$ cat config.mk
export PLATFORM = sky130hd
export DESIGN_NAME = fft_frame_sequencer
export DESIGN_NICKNAME = d
export VERILOG_FILES = /design/src/rtl/fft_frame_sequencer.sv
export SDC_FILE = /design/constraint.sdc
export NUM_CORES = 1
export LEC_CHECK = 0
export CORE_ASPECT_RATIO = 1.2
export CORE_UTILIZATION = 50
export CTS_BUF_LIST = sky130_fd_sc_hd__clkbuf_2 sky130_fd_sc_hd__clkbuf_4 sky130_fd_sc_hd__clkbuf_8
export CTS_CLUSTER_DIAMETER = 200
export DETAILED_ROUTE_END_ITERATION = 7
export MAX_ROUTING_LAYER = met4
export PLACE_DENSITY = 0.83
export SKIP_LAST_GASP = 1
export SYNTH_ARGS = -nofsm -noshare
export SYNTH_HDL_FRONTEND = slang
export SYNTH_SLANG_ARGS = --single-unit
$ cat constraint.sdc
create_clock -name ps_clk -period 3.5 [get_ports ps_clk]
set_input_delay 0.525 -clock ps_clk [delete_from_list [all_inputs] [get_ports ps_clk]]
set_output_delay 0.525 -clock ps_clk [all_outputs]
set_load 0.03 [all_outputs]
$ cat src/rtl/fft_frame_sequencer.sv
// Sequences the FFT core: issues the config word, gates input samples into
// 2^nfft_log2 frames with tlast, and tracks frames outstanding inside the FFT.
module fft_frame_sequencer #(
  parameter int unsigned DATA_W          = 32,
  parameter int unsigned MAX_OUTSTANDING = 4,
  parameter int unsigned DRAIN_TIMEOUT   = 65536
) (
  input  logic              ps_clk,
  input  logic              ps_aresetn,
  input  logic              start,
  input  logic              stop,
  input  logic              continuous,
  input  logic [4:0]        nfft_log2,
  input  logic              fwd_inv,
  input  logic [DATA_W-1:0] s_axis_tdata,
  input  logic              s_axis_tvalid,
  output logic              s_axis_tready,
  output logic [DATA_W-1:0] m_axis_data_tdata,
  output logic              m_axis_data_tvalid,
  input  logic              m_axis_data_tready,
  output logic              m_axis_data_tlast,
  output logic [15:0]       m_axis_cfg_tdata,
  output logic              m_axis_cfg_tvalid,
  input  logic              m_axis_cfg_tready,
  input  logic              res_tvalid,
  input  logic              res_tready,
  input  logic              res_tlast,
  input  logic              ev_tlast_unexpected,
  input  logic              ev_tlast_missing,
  output logic              busy,
  output logic              done,
  output logic [31:0]       frame_cnt,
  output logic              cfg_err,
  output logic              seq_err,
  output logic              timeout_err
);

  localparam int unsigned CNT_W = 12;
  localparam int unsigned OUT_W = $clog2(MAX_OUTSTANDING + 1);
  localparam int unsigned DRN_W = $clog2(DRAIN_TIMEOUT + 1);

  typedef enum logic [1:0] {S_IDLE, S_CFG, S_STREAM, S_DRAIN} state_t;

  state_t             state, state_n;
  logic [4:0]         nfft_q;
  logic               fwd_q;
  logic [CNT_W-1:0]   n_m1_q;
  logic [CNT_W-1:0]   sample_cnt;
  logic [OUT_W-1:0]   outstanding;
  logic [DRN_W-1:0]   drain_cnt;
  logic               stop_pending;

  logic size_ok, start_ok, start_bad;
  logic gate_open, data_hs, last_hs, res_done;
  logic timeout_hit;

  assign size_ok   = (nfft_log2 >= 5'd3) && (nfft_log2 <= 5'd12);
  assign start_ok  = (state == S_IDLE) && start && size_ok;
  assign start_bad = (state == S_IDLE) && start && !size_ok;

  // A new frame may not begin while the FFT already holds the maximum.
  assign gate_open = (state == S_STREAM) &&
                     !((sample_cnt == '0) && (outstanding == OUT_W'(MAX_OUTSTANDING)));
  assign data_hs   = gate_open && s_axis_tvalid && m_axis_data_tready;
  assign last_hs   = data_hs && (sample_cnt == n_m1_q);
  assign res_done  = res_tvalid && res_tready && res_tlast;

  assign s_axis_tready      = gate_open && m_axis_data_tready;
  assign m_axis_data_tvalid = gate_open && s_axis_tvalid;
  assign m_axis_data_tdata  = gate_open ? s_axis_tdata : '0;
  assign m_axis_data_tlast  = gate_open && (sample_cnt == n_m1_q);
  assign m_axis_cfg_tvalid  = (state == S_CFG);
  assign m_axis_cfg_tdata   = (state == S_CFG) ? {7'b0, fwd_q, 3'b0, nfft_q} : 16'h0000;
  assign busy               = (state != S_IDLE);

  // Next-state logic
  always_comb begin
    state_n     = state;
    timeout_hit = 1'b0;
    case (state)
      S_IDLE:   if (start_ok) state_n = S_CFG;
      S_CFG:    if (m_axis_cfg_tready) state_n = stop_pending ? S_DRAIN : S_STREAM;
      S_STREAM: if (last_hs) state_n = (continuous && !stop_pending && !stop) ? S_STREAM : S_DRAIN;
      S_DRAIN: begin
        if (outstanding == '0) begin
          state_n = S_IDLE;
        end else if (drain_cnt <= DRN_W'(1)) begin
          state_n     = S_IDLE;
          timeout_hit = 1'b1;
        end
      end
      default:  state_n = S_IDLE;
    endcase
  end

  always_ff @(posedge ps_clk or negedge ps_aresetn) begin
    if (!ps_aresetn) begin
      state        <= S_IDLE;
      nfft_q       <= 5'd0;
      fwd_q        <= 1'b0;
      n_m1_q       <= '0;
      sample_cnt   <= '0;
      outstanding  <= '0;
      drain_cnt    <= '0;
      stop_pending <= 1'b0;
      done         <= 1'b0;
      frame_cnt    <= 32'd0;
      cfg_err      <= 1'b0;
      seq_err      <= 1'b0;
      timeout_err  <= 1'b0;
    end else begin
      state <= state_n;
      done  <= (state != S_IDLE) && (state_n == S_IDLE);

      if (start_ok) begin
        nfft_q <= nfft_log2;
        fwd_q  <= fwd_inv;
        n_m1_q <= CNT_W'((13'd1 << nfft_log2) - 13'd1);
      end

      if (last_hs)      sample_cnt <= '0;
      else if (data_hs) sample_cnt <= sample_cnt + CNT_W'(1);

      // Sent and returned in the same cycle cancel out; returns floor at zero.
      if (timeout_hit)                                    outstanding <= '0;
      else if (last_hs && !res_done)                      outstanding <= outstanding + OUT_W'(1);
      else if (!last_hs && res_done && outstanding != '0) outstanding <= outstanding - OUT_W'(1);

      if (state_n == S_DRAIN && state != S_DRAIN) drain_cnt <= DRN_W'(DRAIN_TIMEOUT);
      else if (state == S_DRAIN)                  drain_cnt <= drain_cnt - DRN_W'(1);

      if (state_n == S_IDLE)                                  stop_pending <= 1'b0;
      else if (stop && (state == S_CFG || state == S_STREAM)) stop_pending <= 1'b1;

      if (start_ok)      frame_cnt <= 32'd0;
      else if (res_done) frame_cnt <= frame_cnt + 32'd1;

      if (start_bad)     cfg_err <= 1'b1;
      else if (start_ok) cfg_err <= 1'b0;

      if (ev_tlast_unexpected || ev_tlast_missing) seq_err <= 1'b1;
      else if (start_ok)                           seq_err <= 1'b0;

      if (timeout_hit)   timeout_err <= 1'b1;
      else if (start_ok) timeout_err <= 1'b0;
    end
  end

endmodule

### After elaboration in Yosys (flattened, before gate mapping)

Index checks and enable logic that the tools add are counted.
W data, S select, Z words.

* add/subtract/negate cells: 6
* magnitude comparators: 3
* eq/ne operators: 7
* shift-type cells: 1
* mux-type cells: 28
* reductions and logical operators: 43

Operators with widths (count)
* $mux W32: 3
* $mux W17: 2
* $add A32 B1 Y32 const B: 1
* $mux W12: 2
* $logic_and A1 B1 Y1: 21
* $le A17 B1 Y1 const B: 1
* $sub A17 B1 Y17 const B: 1
* $reduce_bool A2 Y1: 8
* $add A12 B1 Y12 const B: 1
* $eq A12 B12 Y1: 1
* $logic_not A12 Y1: 1
* $shl A1 B5 Y12 const A: 1
* $sub A12 B1 Y12 const B: 1
* $mux W1: 11
* $mux W2: 5
* $mux W3: 3
* $mux W9: 1
* $pmux W2 S4: 1
* $eq A2 B2 Y1 const B: 3
* $logic_not A1 Y1: 6
* $reduce_bool A3 Y1: 2
* $ge A5 B2 Y1 const B: 1
* $le A5 B4 Y1 const B: 1
* $logic_not A2 Y1: 2
* 7 further kinds: 8

* bits in registers: 89
* bits of input ports: 51
* output and inout bits: 89
* logic and storage cells: 101

### Logic depth before layout (Yosys ltp)

Gate-level depths: netlist (run 1).

* word-level depth: 13
* depth in mapped cells: 12
* mapped depth without buffers: 11

### Least setup slack after synthesis (run 1)

OpenSTA, ideal clock, no wires.

* path kind: register to register
* start: reg sample_cnt[0]
* end: reg outstanding[2]
* library setup time: 82 ps
* arrival: 2516 ps
* required time: 3418 ps
* slack: 902 ps
* cell stages (with the launch flop): 13
* buffers on the path: 1
* period minus slack after synthesis: 2598 ps
* cells stage by stage: dfrtp_1 inv_1 ha_1 nor4b_1 a41oi_1 buf_2 nand2_1 or3_1 inv_1 fa_1 o211ai_1 or3_1 a31oi_1

* longest elaborated chain between the ends: 11
* elaborated cells on any way between the ends: 15
* classes of those cells: eq/ne (1); mux (2); reduce/logical (12)

Ends and longest elaborated chain
* start, declared: RTL line 48 `logic [CNT_W-1:0] sample_cnt;`
* start signal, assigned: RTL line 122 `else if (data_hs) sample_cnt <= sample_cnt + CNT_W'(1);`
* $logic_not A12 Y1: RTL line 63 `!((sample_cnt == '0) && (outstanding == OUT_W'(MAX_OUTSTANDING)));`
* $logic_and A1 B1 Y1: RTL line 63
* $logic_not A1 Y1: RTL line 63
* $logic_and A1 B1 Y1: RTL line 62 `assign gate_open = (state == S_STREAM) &&`
* $logic_and A1 B1 Y1 (2 in a row): RTL line 64 `assign data_hs = gate_open && s_axis_tvalid && m_axis_data_tready;`
* $logic_and A1 B1 Y1 *: RTL line 65 `assign last_hs = data_hs && (sample_cnt == n_m1_q);`
* $logic_not A1 Y1: RTL line 127 `else if (!last_hs && res_done && outstanding != '0) outstanding <= outstanding - OUT_W'(1);`
* $logic_and A1 B1 Y1 (2 in a row): RTL line 127
* $reduce_bool A3 Y1 (no source line)
* end signal, assigned: RTL line 126 `else if (last_hs && !res_done) outstanding <= outstanding + OUT_W'(1);`
* end signal, assigned: RTL line 127
* end, declared: RTL line 49 `logic [OUT_W-1:0] outstanding;`

Mark *: on every way between the ends. The rest lies on a longest branch, timed or not.
A chain may end at the register's enable or synchronous reset.

### Worst setup path after layout (run 1)

* start: reg sample_cnt[0]
* end: out m_axis_data_tdata[18]

* longest elaborated chain between the ends: 5

Ends and longest elaborated chain
* $logic_not A12 Y1: RTL line 63
* $logic_and A1 B1 Y1: RTL line 63
* $logic_not A1 Y1: RTL line 63
* $logic_and A1 B1 Y1: RTL line 62
* $mux W32: RTL line 70 `assign m_axis_data_tdata = gate_open ? s_axis_tdata : '0;`
* end, declared: RTL line 18 `output logic [DATA_W-1:0] m_axis_data_tdata,`

No other way between the ends.

==> run metrics, run 1 <==
outcome=finished, final reports clean; Final Non-Filler Cells=approximately 820; Max Slew Vio Count=0; Place WS=slightly below 0.5 ns; RePlAce Congestion=between 0.8 and 0.9; drt wl/cell=approximately 16 µm; Worst R2R Path Depth=12; Crit-path slowest cell=clkdlybuf4s50_1; Cell Area, Synth=5080 µm²; die area=10,600 µm²; standard-cell rows=39; overall die width=94.0 µm; CTS Buf Count=9; Worst path max stage delay=between 0.6 and 0.7 ns; Vias=~4,500; Synth cell types=between 50 and 60; CP required=2.97 ns; vias per cell=5.49; initial core utilization=about 52%; worst r2r src=sample_cnt[0]; clock slew at reported path FFs=0.09 ns; Sw Share=40.1%; drt total wl=around 13,000 µm; Util after Layout=approximately 70%; r2r setup slk=roughly 0.45 ns; fmax=0.308 GHz; power share of the combinational group=between 40% and 50%; Residual DRC=0; post-CTS setup buffers=0; crit path cell chain=inv_1 -> ha_1 -> nor4b_1 -> a41oi_2 -> buf_4 -> and2_1 -> clkdlybuf4s50_1; core footprint=about 9700 µm²; dpl hpwl=around 9600 µm; register area share after synthesis=around 44%; Synth Register Bits=about 90; CP top delay family=buffers and inverters; crit path max fanout=38; RSZ-0062 raised after global routing=no; vias in the first global route=around 4,300; Reg power frac=38.2%; clock power share=a little under a fifth; chip height=about 110 µm; VDD IR-drop max=roughly 0.0004 V; Synth area leader=dfrtp_1; Initial DRC Count=214; CP Buf/Inv Count=3; Pint=2470 µW; final worst-path cycle share=around 93%; Max Clock Skew=approximately 0.013 ns; Syn Area/Cell=a little under 9 µm²; total of max-cap violations=0; H-Tree Depth=3; GRT Residual Overflow=0; post-CTS sizing=0; # placed instances=about 800; top post-synthesis cells by area=dfrtp_1 44%, xor2_1 7.1%, and2_1 5.4%; Worst Setup Path Type=reg -> out; Final setup viols=0; Synth top area share=a little over two fifths; Final Hold Fails=0; drt first pass iters=5; # diodes=0; I/O Buffers=around 130; total track usage=25.8%; clk_lat worst skew=0.36 ns; CTS tree=done; startpoint types=flop; slew margin rel.=between 40 and 50%; Pleak=roughly 0.0028 µW; Psw=1650 µW; area delta synth->final=31.1%; antenna-violating nets left=0; Power Dens Cells=between 600 and 700 nW/µm²; CTS Hold Bufs=0; WP data arrival=2.72 ns; Synthesis Warnings=0; min-delay worst type=in -> async; fin nets=between 700 and 800; Post-Syn Instances=around 570; ys flop type=dfrtp_1; ys async rst share=100%; Worst Setup End Kind=output port; root buf cell=clkbuf_8; minimum setup slack in the final design=roughly 0.25 ns; global-route wire length before repair=approximately 21,000 µm; maximum buffer depth of the clock tree=2; worst hold slack=between 0.09 and 0.1 ns; RR Endpoint=outstanding[2]; largest net degree at the start of global routing=39; CTS Sinks=slightly below 90; layout cell share with drive strength beyond 1=5.04%; Setup TNS=0 ns; min cycle time layout=about 3.2 ns; IO Count=140; worst slew pin tran=0.843 ns; fillers=~760; antenna violations before repair=0; Post-synth EDFFs=0
[synth_stat cells (5+ instances only)]
cell type / count
o21ai_0: 30
xor2_1: 41
a21oi_1: 21
a31oi_1: 20
nand3_1: 20
clkbuf_1: 23
ha_1: 11
buf_4: 10
nand2_1: 53
nand4_1: 13
or3_1: 12
dfrtp_1: 89
and2_1: 44
inv_1: 18
nor3_1: 10
nor2_1: 70
xnor2_1: 21
and4_1: 5
nor4_1: 8
[per-layer routing]
metal | vias to the layer above | routed length, µm | track usage [%]
met2 | 121 | 6800 | 43.6
li1 | 2162 | - | -
met5 | - | 0 | -
met3 | 20 | 545 | 4.34
met1 | 2181 | 5410 | 31.6
met4 | 0 | 181 | 7.18
[metrics by stage]
step	instance area, µm²	power (µW)
floorplan	5110	2720
global placement	6440	3260
detailed placement	6440	3330
CTS	6660	4130
global route	6660	4350
finish	6660	4110
[layout by cell type, fill, tap and decap left out, types with 20 or more instances in the layout]
master,synthesis,layout
and2_1,44,44
a21oi_1,21,21
nand2_1,53,53
o21ai_0,30,30
nand3_1,20,20
clkdlybuf4s50_1,0,128
nor2_1,70,70
xnor2_1,21,21
a31oi_1,20,20
dfrtp_1,89,89
xor2_1,41,41
[cell families (layout without fill, tap and decap cells)]
kind of cell	Yosys count	after routing	share of synthesized area, %
AND/OR/NAND/NOR	252	252	25.0
AO/OA/AOI/OAI	96	96	11.7
flip-flops	89	89	43.8
XOR/XNOR	62	62	10.7
buffers and inverters	58	172	5.39
adder cells (fa/ha/maj)	12	12	3.10
other	1	10	0.0738
multiplexers	1	1	0.197
[worst register-to-register path, stage by stage, from the launching register on]
cell and delay [ns]:
dfrtp_1 0.45, inv_1 0.09, ha_1 0.21, nor4b_1 0.17, a41oi_2 0.21, buf_4 0.30, nand2_1 0.18, or3_1 0.44
inv_1 0.15, fa_1 0.23, o211ai_1 0.10, or3_1 0.33, a31oi_1 0.12
[state kept, by name, indices dropped and copies added (netlist names)]
signal / flops
frame_cnt: 32
drain_cnt: 17
n_m1_q: 12
sample_cnt: 12
nfft_q: 5
outstanding: 3
state: 2
cfg_err: 1
done: 1
fwd_q: 1
seq_err: 1
stop_pending: 1
timeout_err: 1
[area by class of cell]
class / instances / area (µm²) / area share (%)
Clock buffer: 11 / 151 / 2.27
Clock inverter: 3 / 65.1 / 0.977
Inverter: 18 / 67.6 / 1.01
Multi-Input combinational cell: 433 / 2630 / 39.4
Sequential cell: 89 / 2230 / 33.4
Tap cell: 123 / 154 / 2.31
Timing Repair Buffer: 140 / 1370 / 20.6
[power groups by stage]
| stage | Clock [µW] | Sequential (µW) | Combinational [µW] |
|---|---|---|---|
| finish | 789 | 1570 | 1750 |
| global route | 841 | 1610 | 1910 |
| CTS | 800 | 1570 | 1760 |
| detailed placement | 0 | 1590 | 1750 |
| global placement | 0 | 1570 | 1690 |
| floorplan | 0 | 1560 | 1160 |
[worst max-delay path by stage]
| stage | cells after the start | slack [ns] | startpoint | endpoint |
|---|---|---|---|---|
| after floorplan | 12 | 0.90 | sample_cnt[0] | outstanding[2] |
| after global placement | 7 | 0.60 | res_tlast | frame_cnt[23] |
| after detailed placement | 12 | 0.49 | sample_cnt[0] | outstanding[2] |
| after CTS | 7 | 0.28 | sample_cnt[0] | m_axis_data_tdata[25] |
| after global routing | 7 | 0.1 | sample_cnt[0] | m_axis_data_tdata[18] |
| final | 7 | 0.25 | sample_cnt[0] | m_axis_data_tdata[18] |
(Power assumes the default switching activity.)
==> run 2: changes to the inputs <==
- TNS_END_PERCENT: unset -> 20
==> results of run 2 <==
No change in the layout: final DEF, timing and power equal those of run 1.
